File: config.mk
export PLATFORM = sky130hd
export DESIGN_NAME = ibex_rf_l2_responder
export DESIGN_NICKNAME = d
export VERILOG_FILES = /design/src/rtl/ibex_rf_pkg.sv /design/src/rtl/ibex_rf_l2_array.sv /design/src/rtl/ibex_rf_l2_responder.sv
export SDC_FILE = /design/constraint.sdc
export NUM_CORES = 2
export LEC_CHECK = 0
export ABC_AREA = 1
export ABC_CLOCK_PERIOD_IN_PS = 2180
export BUFFER_PORTS_ARGS = -buffer_cell sky130_fd_sc_hd__buf_2
export CAP_MARGIN = 20
export CORE_ASPECT_RATIO = 1.2
export CORE_MARGIN = 2
export CORE_UTILIZATION = 40
export DETAILED_ROUTE_END_ITERATION = 12
export GPL_TIMING_DRIVEN = 0
export PLACE_DENSITY = 0.63
export REMOVE_ABC_BUFFERS = 1
export SLEW_MARGIN = 10
export SYNTH_ARGS = -nofsm -noshare
export SYNTH_HDL_FRONTEND = slang
export SYNTH_SLANG_ARGS = --single-unit
export TNS_END_PERCENT = 20
File: constraint.sdc
create_clock -name clk_i -period 2.18 [get_ports clk_i]
set_input_delay 0.109 -clock clk_i [delete_from_list [all_inputs] [get_ports clk_i]]
set_output_delay 0.109 -clock clk_i [all_outputs]
set_load 0.01 [all_outputs]
File: src/rtl/ibex_rf_pkg.sv
// ibex_rf_pkg: types and constants shared across the Ibex register-file hierarchy.
//    rf_l2_state_e : L2 responder FSM states
//    RfAddrW       : register index width
//    rf_l2_req_t   : L1 -> L2 request bundle, shared with the L1 cache controller
//    rf_addr_err   : true when an index names a register absent in RV32E mode
package ibex_rf_pkg;

   localparam int unsigned RfAddrW = 5;

   typedef enum logic [1:0] {
      IDLE,
      BUSY,
      RESP
   } rf_l2_state_e;

   typedef struct packed {
      logic               we;
      logic [RfAddrW-1:0] addr;
      logic [31:0]        wdata;
   } rf_l2_req_t;

   function automatic logic rf_addr_err(input logic [RfAddrW-1:0] addr, input bit rv32e);
      return rv32e && addr[RfAddrW-1];
   endfunction

endpackage

File: src/rtl/ibex_rf_l2_array.sv
// ibex_rf_l2_array: flop storage for the L2 register file, one write and one read port.
//    clk_i, rst_ni : clock, async active-low reset (clears every entry)
//    we_i, waddr_i, wdata_i : write port, x0 and non-existent registers are dropped
//    raddr_i       : read index
//    rdata_o       : read data, 0 for x0 and non-existent registers
//    rerr_o        : read index names a register absent in RV32E mode
module ibex_rf_l2_array
   import ibex_rf_pkg::*;
#(
   parameter int unsigned DataWidth = 32,
   parameter bit          RV32E     = 1'b0
) (
   input  logic                 clk_i,
   input  logic                 rst_ni,
   input  logic                 we_i,
   input  logic [RfAddrW-1:0]   waddr_i,
   input  logic [DataWidth-1:0] wdata_i,
   input  logic [RfAddrW-1:0]   raddr_i,
   output logic [DataWidth-1:0] rdata_o,
   output logic                 rerr_o
);

   localparam int unsigned AW      = RV32E ? 4 : 5;
   localparam int unsigned NumRegs = 1 << AW;

   logic [DataWidth-1:0] mem_q [NumRegs];
   logic                 wr_ok;

   assign wr_ok   = we_i && !rf_addr_err(waddr_i, RV32E) && waddr_i != '0;
   assign rerr_o  = rf_addr_err(raddr_i, RV32E);
   assign rdata_o = (rerr_o || raddr_i == '0) ? '0 : mem_q[raddr_i[AW-1:0]];

   always_ff @(posedge clk_i or negedge rst_ni) begin
      if (!rst_ni) begin
         mem_q <= '{default: '0};
      end else if (wr_ok) begin
         mem_q[waddr_i[AW-1:0]] <= wdata_i;
      end
   end

endmodule

File: src/rtl/ibex_rf_l2_responder.sv
// ibex_rf_l2_responder: L2 register-storage responder serving one L1 request at a time.
//    clk_i, rst_ni        : clock, async active-low reset
//    req_i, we_i, addr_i, wdata_i : request from the L1 side, held until gnt_o
//    gnt_o                : request accepted this cycle (combinational)
//    rvalid_o, rdata_o, err_o : registered one-cycle response
//    busy_o               : read in flight
//    rd_cnt_o, wr_cnt_o   : saturating counts of granted reads / writes
module ibex_rf_l2_responder
   import ibex_rf_pkg::*;
#(
   parameter int unsigned DataWidth   = 32,
   parameter bit          RV32E       = 1'b0,
   parameter int unsigned ReadLatency = 1
) (
   input  logic                 clk_i,
   input  logic                 rst_ni,
   input  logic                 req_i,
   input  logic                 we_i,
   input  logic [RfAddrW-1:0]   addr_i,
   input  logic [DataWidth-1:0] wdata_i,
   output logic                 gnt_o,
   output logic                 rvalid_o,
   output logic [DataWidth-1:0] rdata_o,
   output logic                 err_o,
   output logic                 busy_o,
   output logic [15:0]          rd_cnt_o,
   output logic [15:0]          wr_cnt_o
);

   if (ReadLatency < 1 || ReadLatency > 4) begin : g_bad_latency
      $fatal(1, "ReadLatency must be in 1..4");
   end

   // BUSY covers grant+1 .. grant+ReadLatency-1, so the counter starts at ReadLatency-2
   localparam logic [1:0] LatInit = (ReadLatency > 1) ? 2'(ReadLatency - 2) : 2'd0;

   rf_l2_state_e         state_q, state_d;
   logic [1:0]           lat_q, lat_d;
   logic [RfAddrW-1:0]   addr_q, addr_d;
   logic                 rvalid_q, rvalid_d, err_q, err_d;
   logic [DataWidth-1:0] rdata_q, rdata_d;
   logic [15:0]          rd_cnt_q, rd_cnt_d, wr_cnt_q, wr_cnt_d;
   logic [RfAddrW-1:0]   arr_raddr;
   logic [DataWidth-1:0] arr_rdata;
   logic                 arr_err;

   assign gnt_o     = req_i && state_q != BUSY;
   // Outside BUSY the read port looks at the incoming index so a latency-1 read
   // and the write error check resolve at the grant edge.
   assign arr_raddr = (state_q == BUSY) ? addr_q : addr_i;

   ibex_rf_l2_array #(
      .DataWidth(DataWidth),
      .RV32E    (RV32E)
   ) u_array (
      .clk_i  (clk_i),
      .rst_ni (rst_ni),
      .we_i   (gnt_o && we_i),
      .waddr_i(addr_i),
      .wdata_i(wdata_i),
      .raddr_i(arr_raddr),
      .rdata_o(arr_rdata),
      .rerr_o (arr_err)
   );

   always_comb begin
      state_d  = state_q;
      lat_d    = lat_q;
      addr_d   = addr_q;
      rvalid_d = 1'b0;
      rdata_d  = '0;
      err_d    = 1'b0;
      rd_cnt_d = (gnt_o && !we_i && rd_cnt_q != 16'hFFFF) ? rd_cnt_q + 16'd1 : rd_cnt_q;
      wr_cnt_d = (gnt_o && we_i && wr_cnt_q != 16'hFFFF) ? wr_cnt_q + 16'd1 : wr_cnt_q;
      if (state_q == BUSY) begin
         if (lat_q == 2'd0) begin
            state_d  = RESP;
            rvalid_d = 1'b1;
            rdata_d  = arr_rdata;
            err_d    = arr_err;
         end else begin
            lat_d = lat_q - 2'd1;
         end
      end else if (gnt_o) begin
         if (we_i) begin
            state_d  = RESP;
            rvalid_d = 1'b1;
            err_d    = arr_err;
         end else begin
            addr_d = addr_i;
            if (ReadLatency == 1) begin
               state_d  = RESP;
               rvalid_d = 1'b1;
               rdata_d  = arr_rdata;
               err_d    = arr_err;
            end else begin
               state_d = BUSY;
               lat_d   = LatInit;
            end
         end
      end else begin
         state_d = IDLE;
      end
   end

   always_ff @(posedge clk_i or negedge rst_ni) begin
      if (!rst_ni) begin
         state_q  <= IDLE;
         lat_q    <= '0;
         addr_q   <= '0;
         rvalid_q <= 1'b0;
         rdata_q  <= '0;
         err_q    <= 1'b0;
         rd_cnt_q <= '0;
         wr_cnt_q <= '0;
      end else begin
         state_q  <= state_d;
         lat_q    <= lat_d;
         addr_q   <= addr_d;
         rvalid_q <= rvalid_d;
         rdata_q  <= rdata_d;
         err_q    <= err_d;
         rd_cnt_q <= rd_cnt_d;
         wr_cnt_q <= wr_cnt_d;
      end
   end

   assign rvalid_o = rvalid_q;
   assign rdata_o  = rdata_q;
   assign err_o    = err_q;
   assign busy_o   = state_q == BUSY;
   assign rd_cnt_o = rd_cnt_q;
   assign wr_cnt_o = wr_cnt_q;

endmodule

# Word level (Yosys, flattened, before mapping)
# Cells that the tools add are included.
# totals
reg_bits	1098
input_bits	41
output_inout_bits	68
elab_cells	86
# classes
n_addsub	3
order_cmp	3
eq_ne	5
muxes	18
bitwise	5
n_reduce_logical	13
# ops
op	count
bitwise mux 1024 bit	1
two-way mux 32 bit	8
binary-select mux 32 bit (select 5 bit)	1
demux 32 bit (select 5 bit)	1
adder 16 x 1 -> 16 bit (second input constant)	2
!= test 16 bit (second input constant)	2
greater-or-equal comparator 6 bit (second input constant)	2
inverter 5 -> 6 bit	2
logical AND 1 bit	7
less-than comparator 6 x 1 -> 1 bit (second input constant)	1
two-way mux 2 bit	3
zero test 5 bit	1
two-way mux 5 bit	1
nonzero test 5 bit	1
!= test 2 x 1 -> 1 bit (second input constant)	2
two-way mux 1 bit	3
inverter 1 bit	3
AND reduction 3 bit	1
equality test 2 x 1 -> 1 bit (second input constant)	1
zero test 2 bit	1
AND reduction 2 bit	1
subtractor 2 x 1 -> 2 bit (second input constant)	1
zero test 1 bit	1

# Logic depth before layout (Yosys ltp)
# logic_depth
depth_word	10
depth_mapped	11

# Cells and area by module
# Synthesis repeated with hierarchy kept, for this count alone.
# hier_totals
hier_cells	6295
area_unflattened_um2	49468.7
# modules_own_cells
module	instances	cells_per_inst	area_per_inst_um2
ibex_rf_l2_array	1	5908	46368.2
ibex_rf_l2_responder	1	387	3100.5

# Worst setup path after synthesis
# OpenSTA, ideal clock, no wires.
# synth_timing
kind	register to register
startpoint	register rd_cnt_q[0], in the netlist rd_cnt_o[0]
endpoint	register rd_cnt_q[7], in the netlist rd_cnt_o[7]
setup_ps	130
arrival_time_ps	1798
required_ps	2050
slack_ps	252
stages_incl_launch_ff	9
synth_period_minus_slack_ps	1928
path_cell_list	dfrtp_1 ha_1 nand3_1 nor3_1 nand2_1 nand2_1 clkbuf_1 nor2_1 xor2_1
# synth_via
elab_chain_len	2
# synth_lines
element	line	text
start, declared	ibex_rf_l2_responder.sv:42	logic [15:0] rd_cnt_q, rd_cnt_d, wr_cnt_q, wr_cnt_d;
start signal, assigned	ibex_rf_l2_responder.sv:123	rd_cnt_q <= rd_cnt_d;
branches (longest 2 deep; another with adder 16 x 1 -> 16 bit)	--	
# Parallel ways; which one is timed is not known.
# A chain may end at the register's enable or synchronous reset.

# Final worst setup path
# layout_timing
startpoint	input addr_i[2]
endpoint	register u_array.mem_q[851] (netlist bit)
# layout_via
elab_chain_len	6
# layout_lines
element	line	text
start, declared	ibex_rf_l2_responder.sv:19	input logic [RfAddrW-1:0] addr_i,
inverter 5 -> 6 bit (not written as such)	ibex_rf_l2_array.sv:37	mem_q[waddr_i[AW-1:0]] <= wdata_i;
greater-or-equal comparator 6 bit (not written as such) or less-than comparator 6 x 1 -> 1 bit (tied branches)	ibex_rf_l2_array.sv:37	
logical AND 1 bit (not written as such)	ibex_rf_l2_array.sv:37	
two-way mux 32 bit (not written as such)	ibex_rf_l2_array.sv:37	
demux 32 bit (select 5 bit)	ibex_rf_l2_array.sv:37	
bitwise mux 1024 bit	ibex_rf_l2_array.sv:37	
end signal, assigned by index	ibex_rf_l2_array.sv:37	
end, declared	ibex_rf_l2_array.sv:26	logic [DataWidth-1:0] mem_q [NumRegs];
# Parallel ways exist; a longest one is shown, timed or not.

==> flow_summary_export.csv <==
group,metric,value,unit
yosys,yosysMostFrequentCell,"nand2_1",
sta,post-route-period-util,103,%
worst_setup_path,cp_slowest_cell,"nor3_4",
route,drtIter0Drc,4560,
clock_tree,ctsHtreeMaxLevel,3,
worst_setup_path,crit_required,2.73,ns
clock_tree,cts_max_path_buffers,3,
place,io_buffers,106,
sta,min_period,2.24,ns
worst_setup_path,reg2reg_depth,8,
place,gp_congestion,0.786,
yosys,synthTopCellsByArea,"dfrtp_1 (55%), nand2_1 (28%), o21ai_0 (9.3%), clkbuf_1 (3.6%), nand3_1 (0.85%)",
floorplanning,die_height,390,µm
power,p_leak,29.5,nW
yosys,synth-compound-area-share,10.4,%
clock_tree,cts_buffers,111,
sta,slew_viol_final,1,
sta,worst_slack,-0.0621,ns
floorplanning,initial_utilization,40.3,%
worst_setup_path,cp_max_fo,38,
route,drt_first_pass_iters,6,
sta,fin_worst_skew,0.0239,ns
yosys,yosysTopAreaCell,"dfrtp_1",
yosys,synth_ff_type,"dfrtp_1",
route,vias_per_cell,5.24,
worst_setup_path,cpPeakStageDelay,1.14,ns
final_layout,syn_to_final_growth,14.8,%
floorplanning,core,123000,µm²
yosys,synth_top_area_share,54.8,%
sta,rsz0062_at_grt,"yes",
status,status,"finished, violations left",
floorplanning,rows,141,
power,p_per_area,891,nW/µm²
yosys,synthAdderAreaFrac,0.0503,%
power,p_sw,0.0137,W
final_layout,final_layout_size_suffix_gt1_share,6.98,%
yosys,synth_commonest_cells,"nand2_1 (3,658), dfrtp_1 (1,089), o21ai_0 (924)",
sta,finalSetupViolations,18,
final_layout,nets,6453,
worst_setup_path,startpoint,"addr_i[2]",
route,route.detailed.drc,0,
clock_tree,cts_root_buf,"clkbuf_16",
clock_tree,worstSkewPairLatency,0.73,ns
grt,grt_pass1_wl,237000,µm
worst_setup_path,critical_path_class,"primary input to flop",
power,swShare,26.9,%
grt,grt_pass1_vias,39600,
worst_setup_path,crit_path_end,"u_array.mem_q[851]$_DFFE_PN0P_",
yosys,synthArstFlopShare,100,%
power,pwr-share-clk,40.3,%
sta,fin_hold_ws,-0.378,ns
worst_setup_path,cp-end-kind,"flop",
route,ant_nets,0,
worst_setup_path,cp.arrival,2.79,ns
yosys,ys_types,24,
sta,clock.fmax,0.446,GHz
floorplanning,die_x,326,µm
power,pwr-share-comb,12.3,%
yosys,synth_seq_cells,1089,
yosys,ys_warn_count,0,
clock_tree,cts.sinks,1089,
grt,antenna_found_initial,3,
yosys,synth_top_family_by_area,"simple AND/OR/NAND/NOR gates",
yosys,synthXorXnorAreaFrac,0.370,%
flow_run,max_cap_viol_count,1,
worst_setup_path,crit_path_start_kind,"primary input",
power,p_int,0.0372,W
yosys,syn_inst,6603,
min_path,hold_path_class,"primary input to asynchronous set/reset pin",
sta,setup_tns,-0.628,ns
yosys,synth-edff-count,0,
clock_tree,clk_pin_slew,0.06,ns
yosys,synth_area,49800,µm²
yosys,avgSynthCellArea,7.53,µm²
sta,tightest_slew,1.50,ns
place,dp_hpwl,79700,µm
floorplanning,pin_count,109,
worst_setup_path,crit_chain,"buf_2 -> inv_2 -> nor3_4 -> nand2_4 -> buf_12 -> nand2_1 -> o21ai_0",
sta,maxSlewHeadroom,-0.0127,%
power,seq_power_share,47.4,%
worst_setup_path,r2r-end,"rd_cnt_o[14]$_DFFE_PN0P_",
sta,finalHoldViolations,398,
grt,grt_max_degree,156,
clock_tree,tritoncts,"yes",
route,wl_per_cell,19.1,µm
power,peakVddDrop,662,µV
worst_setup_path,r2r_start,"rd_cnt_o[0]$_DFFE_PN0P_",
status,violations,"hold timing, capacitance limit, slew limit, setup timing",
route,num_vias,42700,
worst_setup_path,rrSetupSlack,0.29,ns
grt,gr-total-overflow,0,
floorplanning,fp.dieArea,127000,µm²
yosys,ys_seq_area_share,54.8,%
grt,grt.total_usage,23.8,%
yosys,synthSimpleGateAreaFrac,29.9,%
route,routed_wl,155000,µm
yosys,synthMuxAreaShare,0,%
==> area by class of cell <==
type	instances	area, µm²
inverter	62	274
clock buffer	162	3330
timing repair buffer	208	2870
timing repair inverter	1	11.3
clock inverter	44	622
tap	1644	2060
multi-input combinational	4937	20700
antenna	2	5.00
sequential	1089	27300
fill	12000	66200
==> cells by family (layout without fill, tap and decap cells) <==
family                     Yosys count  in the layout
adders and majority gates            2              2
xor gates and xnor gates            21             21
other                                1              4
DFF                               1089           1089
buffers and inverters              582            477
AOI/OAI and AO/OA                 1036           1036
and+or+nand+nor                   3872           3876
==> stage by stage <==
| step | area, µm² | utilization (%) | cells | power (W) | setup slack [ns] |
|---|---|---|---|---|---|
| CTS | 56800 | 46.0 | 8135 | 0.0511 | 0.0254 |
| floorplan | 47800 | - | 6084 | 0.0281 | -3.37 |
| global route | 57100 | 46.3 | 8147 | 0.0534 | -0.0902 |
| detailed placement | 52300 | 42.4 | 7910 | 0.0305 | -2.60 |
| finish | 57100 | 46.3 | 8149 | 0.0509 | -0.0621 |
| global placement | 50300 | 40.8 | 7834 | 0.0302 | -31.32 |
==> cells in the final DEF (no fill, tap or decap), drive strengths merged <==
master / Yosys / routed
nor2: 91 / 91
xnor2: 11 / 11
bufbuf: 0 / 6
o21ai: 1004 / 1004
nand3: 84 / 84
xor2: 10 / 10
nand3b: 6 / 6
inv: 61 / 65
nand4: 6 / 6
dlygate4sd3: 0 / 2
nand2: 3666 / 3670
buf: 41 / 196
nor3: 19 / 19
a21oi: 32 / 32
dfrtp: 1089 / 1089
clkinv: 1 / 29
bufinv: 0 / 13
ha: 2 / 2
conb: 1 / 2
clkbuf: 479 / 166
diode: 0 / 2
==> state kept, by name, indices dropped and copies added, names as in the netlist <==
signal and cells:
rd_cnt_o 16, rdata_o 32, u_array.mem_q 1024, rvalid_o 1
wr_cnt_o 16
==> per-layer routing <==
layer / routed length [µm] / track usage (%) / vias up
met3: 11100 / 3.21 / 287
met1: 66900 / 32.1 / 20600
met2: 72000 / 39.3 / 1586
li1: - / - / 20200
met5: 24 / 0 / -
met4: 5300 / 8.79 / 4
==> worst min path at each step <==
stage          startpoint                              to  slack (ns)  depth (start not counted)
4_1_cts            rst_ni  u_array.mem_q[302]$_DFFE_PN0P_       -0.56                          3
5_1_grt            rst_ni   u_array.mem_q[43]$_DFFE_PN0P_       -0.34                          4
2_1_floorplan      rst_ni         rd_cnt_o[0]$_DFFE_PN0P_       -0.19                          0
3_3_place_gp        req_i              rvalid_o$_DFF_PN0_        0.26                          1
6_report           rst_ni   u_array.mem_q[43]$_DFFE_PN0P_       -0.38                          4
3_5_place_dp       rst_ni  u_array.mem_q[942]$_DFFE_PN0P_        0.04                          1
==> power groups by stage <==
| stage | Sequential, W | Combinational [W] | Clock (W) |
|---|---|---|---|
| after CTS | 0.0241 | 0.00622 | 0.0208 |
| after global placement | 0.0244 | 0.00577 | 0 |
| after detailed placement | 0.0244 | 0.00606 | 0 |
| after global routing | 0.0244 | 0.00732 | 0.0216 |
| final | 0.0241 | 0.00626 | 0.0205 |
| after floorplan | 0.0242 | 0.00388 | 0 |
==> timing repair <==
item                                   in CTS  in global routing
endpoints found under the hold margin     401                105
hold buffers                                5                  2
setup endpoints to repair                 944                351
pin swaps                                   3                  0
resized for setup                          20                 14
buffers inserted                            8                  1
cloned                                      6                  9
==> worst max-delay path, delay by kind of cell <==
family | cells | cell delay [ns]
AO/OA/AOI/OAI | 1 | 0.07
buffers and inverters | 3 | 0.76
AND/OR/NAND/NOR | 3 | 1.79
No activity file was read; power rests on OpenSTA's default activity.
